$ cat src/rtl/clk_gate_ctrl.sv
// Multi-channel clock-gating controller: per-channel ON/IDLE/OFF/WAKE state machine
// driving one ICG enable each, with idle auto-gating and a fixed wake settling delay.

module clk_gate_lane #(
    parameter int IDLE_W   = 8,
    parameter int WAKE_DLY = 2
) (
    input  logic              clk,
    input  logic              rst,
    input  logic              req,
    input  logic              busy,
    input  logic              auto_en,
    input  logic [IDLE_W-1:0] idle_thr,
    output logic              en_q,
    output logic              on_q,
    output logic              evt_q
);
    localparam int WK_W = (WAKE_DLY < 1) ? 1 : $clog2(WAKE_DLY + 1);
    localparam logic [WK_W-1:0] WAKE_LAST = WK_W'(WAKE_DLY - 1);

    typedef enum logic [1:0] {ST_ON, ST_IDLE, ST_OFF, ST_WAKE} state_t;

    state_t            state;
    logic [IDLE_W-1:0] idle_cnt;
    logic [WK_W-1:0]   wake_cnt;

    // Outputs are updated only on transitions that change them, so they always
    // reflect the state being entered on this edge.
    always_ff @(posedge clk) begin
        if (rst) begin
            state    <= ST_ON;
            idle_cnt <= '0;
            wake_cnt <= '0;
            en_q     <= 1'b1;
            on_q     <= 1'b1;
            evt_q    <= 1'b0;
        end else begin
            evt_q <= 1'b0;
            unique case (state)
                ST_ON: begin
                    if (!req) begin
                        state <= ST_OFF;
                        en_q  <= 1'b0;
                        on_q  <= 1'b0;
                        evt_q <= 1'b1;
                    end else if (auto_en && !busy && idle_thr != '0) begin
                        state    <= ST_IDLE;
                        idle_cnt <= '0;
                    end
                end
                ST_IDLE: begin
                    if (!req) begin
                        state <= ST_OFF;
                        en_q  <= 1'b0;
                        on_q  <= 1'b0;
                        evt_q <= 1'b1;
                    end else if (busy || !auto_en || idle_thr == '0) begin
                        state <= ST_ON;
                    end else if (idle_cnt >= idle_thr - IDLE_W'(1)) begin
                        // live compare: a lowered threshold gates at once
                        state <= ST_OFF;
                        en_q  <= 1'b0;
                        on_q  <= 1'b0;
                        evt_q <= 1'b1;
                    end else begin
                        idle_cnt <= idle_cnt + IDLE_W'(1);
                    end
                end
                ST_OFF: begin
                    if (req && (busy || !auto_en)) begin
                        state    <= ST_WAKE;
                        wake_cnt <= '0;
                        en_q     <= 1'b1;
                    end
                end
                ST_WAKE: begin
                    if (!req) begin
                        state <= ST_OFF;
                        en_q  <= 1'b0;
                        on_q  <= 1'b0;
                        evt_q <= 1'b1;
                    end else if (wake_cnt == WAKE_LAST) begin
                        state <= ST_ON;
                        on_q  <= 1'b1;
                    end else begin
                        wake_cnt <= wake_cnt + WK_W'(1);
                    end
                end
                default: begin
                    state <= ST_ON;
                    en_q  <= 1'b1;
                    on_q  <= 1'b1;
                end
            endcase
        end
    end
endmodule

module clk_gate_ctrl #(
    parameter int NUM_CH   = 4,
    parameter int IDLE_W   = 8,
    parameter int WAKE_DLY = 2
) (
    input  logic              clk_in,
    input  logic              rst_in,
    input  logic              glb_en,
    input  logic [NUM_CH-1:0] peri_en,
    input  logic [NUM_CH-1:0] local_en,
    input  logic [NUM_CH-1:0] busy,
    input  logic [NUM_CH-1:0] auto_en,
    input  logic [IDLE_W-1:0] idle_thr,
    input  logic              test_mode,
    output logic [NUM_CH-1:0] clk_en_out,
    output logic [NUM_CH-1:0] ch_on,
    output logic [NUM_CH-1:0] gate_evt
);
    logic [NUM_CH-1:0] req;
    logic [NUM_CH-1:0] en_q;

    assign req = {NUM_CH{glb_en}} & peri_en & local_en;

    for (genvar i = 0; i < NUM_CH; i++) begin : g_ch
        clk_gate_lane #(
            .IDLE_W   (IDLE_W),
            .WAKE_DLY (WAKE_DLY)
        ) u_lane (
            .clk      (clk_in),
            .rst      (rst_in),
            .req      (req[i]),
            .busy     (busy[i]),
            .auto_en  (auto_en[i]),
            .idle_thr (idle_thr),
            .en_q     (en_q[i]),
            .on_q     (ch_on[i]),
            .evt_q    (gate_evt[i])
        );
    end

    // test_mode bypasses gating without disturbing the state machines
    assign clk_en_out = en_q | {NUM_CH{test_mode}};
endmodule

$ cat config.mk
export PLATFORM = sky130hd
export DESIGN_NAME = clk_gate_ctrl
export DESIGN_NICKNAME = d
export VERILOG_FILES = /design/src/rtl/clk_gate_ctrl.sv
export SDC_FILE = /design/constraint.sdc
export NUM_CORES = 1
export LEC_CHECK = 0
export CAP_MARGIN = 40
export CORE_MARGIN = 2
export CORE_UTILIZATION = 30
export DETAILED_ROUTE_END_ITERATION = 10
export PLACE_DENSITY_LB_ADDON = 0.1
export SYNTH_ARGS = -nofsm -noshare
export SYNTH_HDL_FRONTEND = slang
export SYNTH_SLANG_ARGS = --single-unit
export TNS_END_PERCENT = 100
$ cat constraint.sdc
create_clock -name clk_in -period 4.3 [get_ports clk_in]
set_input_delay 0.645 -clock clk_in [delete_from_list [all_inputs] [get_ports clk_in]]
set_output_delay 0.645 -clock clk_in [all_outputs]
set_load 0.05 [all_outputs]
After elaboration in Yosys (flattened, before gate mapping). Index checks and enable logic that the tools add are counted.

$add $sub $neg: 9. Multiply operators: 0. Divide/modulo/power cells: 0. Magnitude comparators: 4. Eq/ne operators: 76. Shift-type cells: 0. Mux-type cells: 132. Bitwise operators: 3. Reductions and logical operators: 70.

Operators by type and width (count): two-way mux 8 bit (20); two-way mux 2 bit (44); != test 2 bit, second input constant (32); case mux 8 bit (2 select lines) (4); AND reduction 4 bit (12); two-way mux 1 bit (44); != test 3 x 2 -> 1 bit, second input constant (12); adder 8 x 1 -> 8 bit, second input constant (4); >= comparator 8 bit (4); case mux 2 bit (4 select lines) (4); case mux 1 bit (3 select lines) (8); AND reduction 6 bit (4); AND reduction 5 bit (4); equality test 2 x 1 -> 1 bit, second input constant (8); equality test 2 bit, second input constant (8); != test 2 x 1 -> 1 bit, second input constant (8); != test 4 x 2 -> 1 bit, second input constant (4); case mux 2 bit (2 select lines) (4); nonzero test 2 bit (8); logical AND 1 bit (12); != test 3 bit, second input constant (4); nonzero test 3 bit (4); adder 2 x 1 -> 2 bit, second input constant (4); bitwise AND 4 bit (2); other kinds (9) (32).

Register bits after elaboration: 60. Latch bits: 0. RAM bits: 0. ROM bits: 0. Input port bits: 28. Output and inout bits: 12. Logic and storage cells: 318. Memories kept: 0.

Logic depth before layout (Yosys ltp).
Depth in word-level cells: 6. Mapped depth: 12. Gate-level depth less buffers: 12.

Cells and area by module. Synthesis repeated with hierarchy kept, for this count alone.

Cells, all modules: 649. Area, all modules: 5317.6 µm².

By module, submodules not included: clk_gate_lane at g_ch[2].u_lane ... (times used 2, cells each 157, area an instance 1243.7 µm², sequential area each 300.3 µm²); clk_gate_lane at g_ch[1].u_lane (times used 1, cells each 161, area an instance 1415.1 µm², sequential area each 300.3 µm²); clk_gate_lane at g_ch[0].u_lane (times used 1, cells each 166, area an instance 1365.1 µm², sequential area each 300.3 µm²); clk_gate_ctrl (times used 1, cells each 8, area an instance 50.0 µm², sequential area each 0.0 µm²).

Least setup slack after synthesis. OpenSTA, ideal clock, no wires.

Path type: in2reg. Start: input idle_thr[0]. End: register g_ch[2].u_lane.state[1]. Setup time: 128 ps. Arrival: 3088 ps. Data required time: 4172 ps. Path slack: 1084 ps. Stages: 12. Path buffers: 0. Cell sequence: inv_1 > ha_1 > xnor2_1 > ha_1 > o21ai_0 > o21ai_0 > o211ai_1 > a2111oi_1 > nor4b_4 > o31ai_1 > mux2i_1 > nor2_1.

Longest elaborated chain between the ends: 5. Elaborated cells on any way between the ends: 12. Those cells by class: add/sub: 1; order compare: 1; eq/ne: 2; mux: 3; reduce/logical: 5.

Ends and longest elaborated chain: start: declaration (line 111) `input logic [IDLE_W-1:0] idle_thr,`; branches (longest 5 deep; another with subtractor 8 x 1 -> 8 bit); end signal: assignment (line 42) `state <= ST_OFF;`; end signal: assignment (line 53) `state <= ST_OFF;`; end signal: assignment (line 58) `state <= ST_ON;`; end: declaration (line 23) `state_t state;`.

Several ways; the timed one is not identified. A chain may end at the register's enable or synchronous reset.

Final worst setup path. Ends and elaborated chain as after synthesis.

==> results.cfg <==
[outcome]
status = complete, no violations

[cts]
ctsHoldBuffers = 0
postCtsSetupRepairBufs = 0
clock_latency_ns = 0.34
cts_sinks = 60
numCtsBuffers = 9
cts_htree_levels = 3
cts_tree = done
clkTransAtPathRegs_ns = 0.05
cts_root_buffer = clkbuf_16
ctsResizeCount = 0
cts_buffer_depth = 2

[power]
peakVddDrop_mv = 0.213
powerDensity_nw_per_um2 = 409
p_total_w = 0.00229
p_leak_nw = 2.10

[yosys]
synth-edff-count = 0
netlist_instances = 604
ys_seq_area_frac = 0.252
yosys-top-cells-count = dfxtp_1 (60), nand2_1 (57), nor2_1 (51), ha_1 (50), a21oi_1 (48)
synth_top_area_frac = 0.252
yosysUniqueCellTypes = 69
synth_top_family_by_area = compound AO/OA/AOI/OAI gates
synthXorXnorAreaFrac = 0.0249
synthAdderAreaFrac = 0.133
syn_area_sq_um = 4770
yosys_warnings = 0
synth_ff_type = dfxtp_1
async_reset_ff_frac = 0
netlist_top_cells_area = dfxtp_1 (25%), ha_1 (13%), a21oi_1 (5.0%)
ys_seq_elements = 60
post-synth-top-count-cell = dfxtp_1
synth-compound-area-share = 0.260
synth.area.mux_share = 0.0241
syn_nets = 682
syn_area_per_cell_sq_um = 7.90
yosys.area.top_type = dfxtp_1
yosys.area_share.simple = 0.255

[setup_path]
path_class = in -> reg
crit_arrival_ns = 3.96
critPathLaunch = idle_thr[0]
slowest_stage = a2111oi_1
endpoint_kind = register
path_buf_inv = 2
worstSetupPathDepth = 13
worstPathMaxFanout = 6
crit_end = g_ch[2].u_lane.state[1]
crit_required_ns = 4.51
timing.rr.start = g_ch[3].u_lane.idle_cnt[0]
r2r-end = g_ch[3].u_lane.idle_cnt[3]
crit_chain = clkdlybuf4s50_1 > inv_1 > ha_1 > xnor2_1 > ha_1 > o21ai_0 > o21ai_0 > o211ai_1 > a2111oi_1 > nor4b_4 > o31ai_1 > mux2i_1 > nor2_1
rrSetupSlack_ns = 1.42
reg2regPathDepth = 10
slowest_delay_ns = 0.69
cpLargestDelayFamily = compound AO/OA/AOI/OAI gates
crit_path_start_kind = input pin

[final_layout]
n_fill_cell = 1659
multi_input_area_sq_um = 3330
final_nets = 711
area_delta_synth_final_pct = 17.4
drive_gt1_frac = 0.0534
n_antenna_cell = 0
seq_area_sq_um = 1200

[grt]
grt_max_degree = 42
grt.overflow.total = 0
grt_pass1_wl_mm = 21.6
antenna_found_initial = 0
track_usage = 0.163
grt_pass1_vias = 4330

[placed_design]
globalplace.congestion = 0.851
dp_hpwl_mm = 9.64
port_buffers = 39

[timing]
tightestPinTransition_ns = 0.753
timing.fmax_ghz = 0.266
rsz0062_at_grt = no
fin_crit_ns = 3.76
min_period_over_period = 0.874
slew-limit-headroom = 0.496
slew_violations = 0
finClkSkew_ns = 0.00457
finalHoldViolCount = 0
setup_viol = 0
fin_tns_setup_ns = 0

[floorplanning]
core_sq_um = 15700
dieWidth_um = 130
rows = 46
dieArea_sq_um = 16900
start_util = 0.304
chipHeight_um = 130
ios = 40

[job]
drv_cap = 0

[detailed_routing]
drt_iter0_markers = 191
postRouteAntennaNets = 0
wl_mm = 13.1
wl_per_cell_um = 15.3
drc_errors = 0
firstDrtPassIters = 5
vias = 4534
drt-vias-per-instance = 5.32

[worst_hold_path]
hold_path_class = reg -> reg
min_from = g_ch[0].u_lane.wake_cnt[1]
==> cell families (layout without fill, tap and decap cells) <==
group / after synthesis / count (layout)
AOI/OAI and AO/OA: 182 / 182
adders and majority gates: 51 / 51
DFF: 60 / 60
xor gates and xnor gates: 11 / 11
muxes: 11 / 11
and+or+nand+nor: 233 / 233
buffers and inverters: 56 / 89
==> flip-flops by register name, indices dropped and copies added, names as in the netlist <==
signal	cells
g_ch.u_lane.idle_cnt	32
g_ch.u_lane.state	8
g_ch.u_lane.wake_cnt	8
g_ch.u_lane.en_q	4
g_ch.u_lane.evt_q	4
g_ch.u_lane.on_q	4
==> per-stage QoR <==
stage / hold slack (ns) / cells / instance area, sq um / utilization / setup WS [ns]
floorplan: 0.432 / 604 / 4770 / - / 1.08
finish: 0.449 / 853 / 5600 / 0.357 / 0.543
global placement: 0.442 / 838 / 5330 / 0.339 / 0.272
detailed placement: 0.446 / 838 / 5330 / 0.339 / 0.185
global route: 0.479 / 853 / 5600 / 0.357 / 0.314
CTS: 0.454 / 853 / 5600 / 0.357 / 0.541
==> metal layers <==
layer / global-route usage / vias up / routed length, um
met2: 0.272 / 86 / 6190
met5: 0 / - / 0
met4: 0.0696 / 0 / 226
met3: 0.0275 / 17 / 362
li1: - / 2303 / -
met1: 0.206 / 2128 / 6300
==> how the worst min path moves through the flow <==
stage | slack, ns | endpoint | cells after the start
floorplan | 0.43 | g_ch[0].u_lane.wake_cnt[1] | 2
global placement | 0.44 | g_ch[0].u_lane.wake_cnt[1] | 2
detailed placement | 0.45 | g_ch[0].u_lane.wake_cnt[1] | 2
CTS | 0.45 | g_ch[0].u_lane.wake_cnt[1] | 2
global route | 0.48 | g_ch[0].u_lane.wake_cnt[1] | 2
finish | 0.45 | g_ch[0].u_lane.wake_cnt[1] | 2
==> cell type report <==
type,count,share of cell area
clock buffer,13,0.0464
clock inverter,2,0.00179
inverter,33,0.0221
timing repair buffer,41,0.0723
multi-input combinational,488,0.595
tap,216,0.0482
sequential,60,0.214
==> power breakdown <==
group / switching [W] / leakage, nW / internal [W] / total, W
combinational: 0.000584 / 1.48 / 0.000356 / 0.000940
sequential: 0.0000477 / 0.489 / 0.000625 / 0.000673
clock: 0.000266 / 0.135 / 0.000416 / 0.000682
total: 0.000898 / 2.10 / 0.00140 / 0.00229
==> worst register-to-register path, stage by stage (launching register included) <==
cell       delay [ns]
dfxtp_1          0.43
inv_1            0.12
ha_1             0.28
nand2b_1         0.14
a21o_1           0.17
a211o_1          0.29
a221o_1          0.31
o2111ai_2        0.14
nand2_1          0.26
or4_1            0.52
a21oi_1          0.15
==> cells in the final DEF (no fill, tap or decap), types with 10 or more instances in the layout <==
master and n:
dfxtp_1 60, nand2_1 57, nor2_1 51, ha_1 50, a21oi_1 48, clkdlybuf4s50_1 39, o21ai_0 33, inv_1 32
nand3_1 22, nand2b_1 14, nor2b_1 13, o211ai_1 12, or3_1 10, a211oi_1 10
Power figures use the tool's default switching activity.
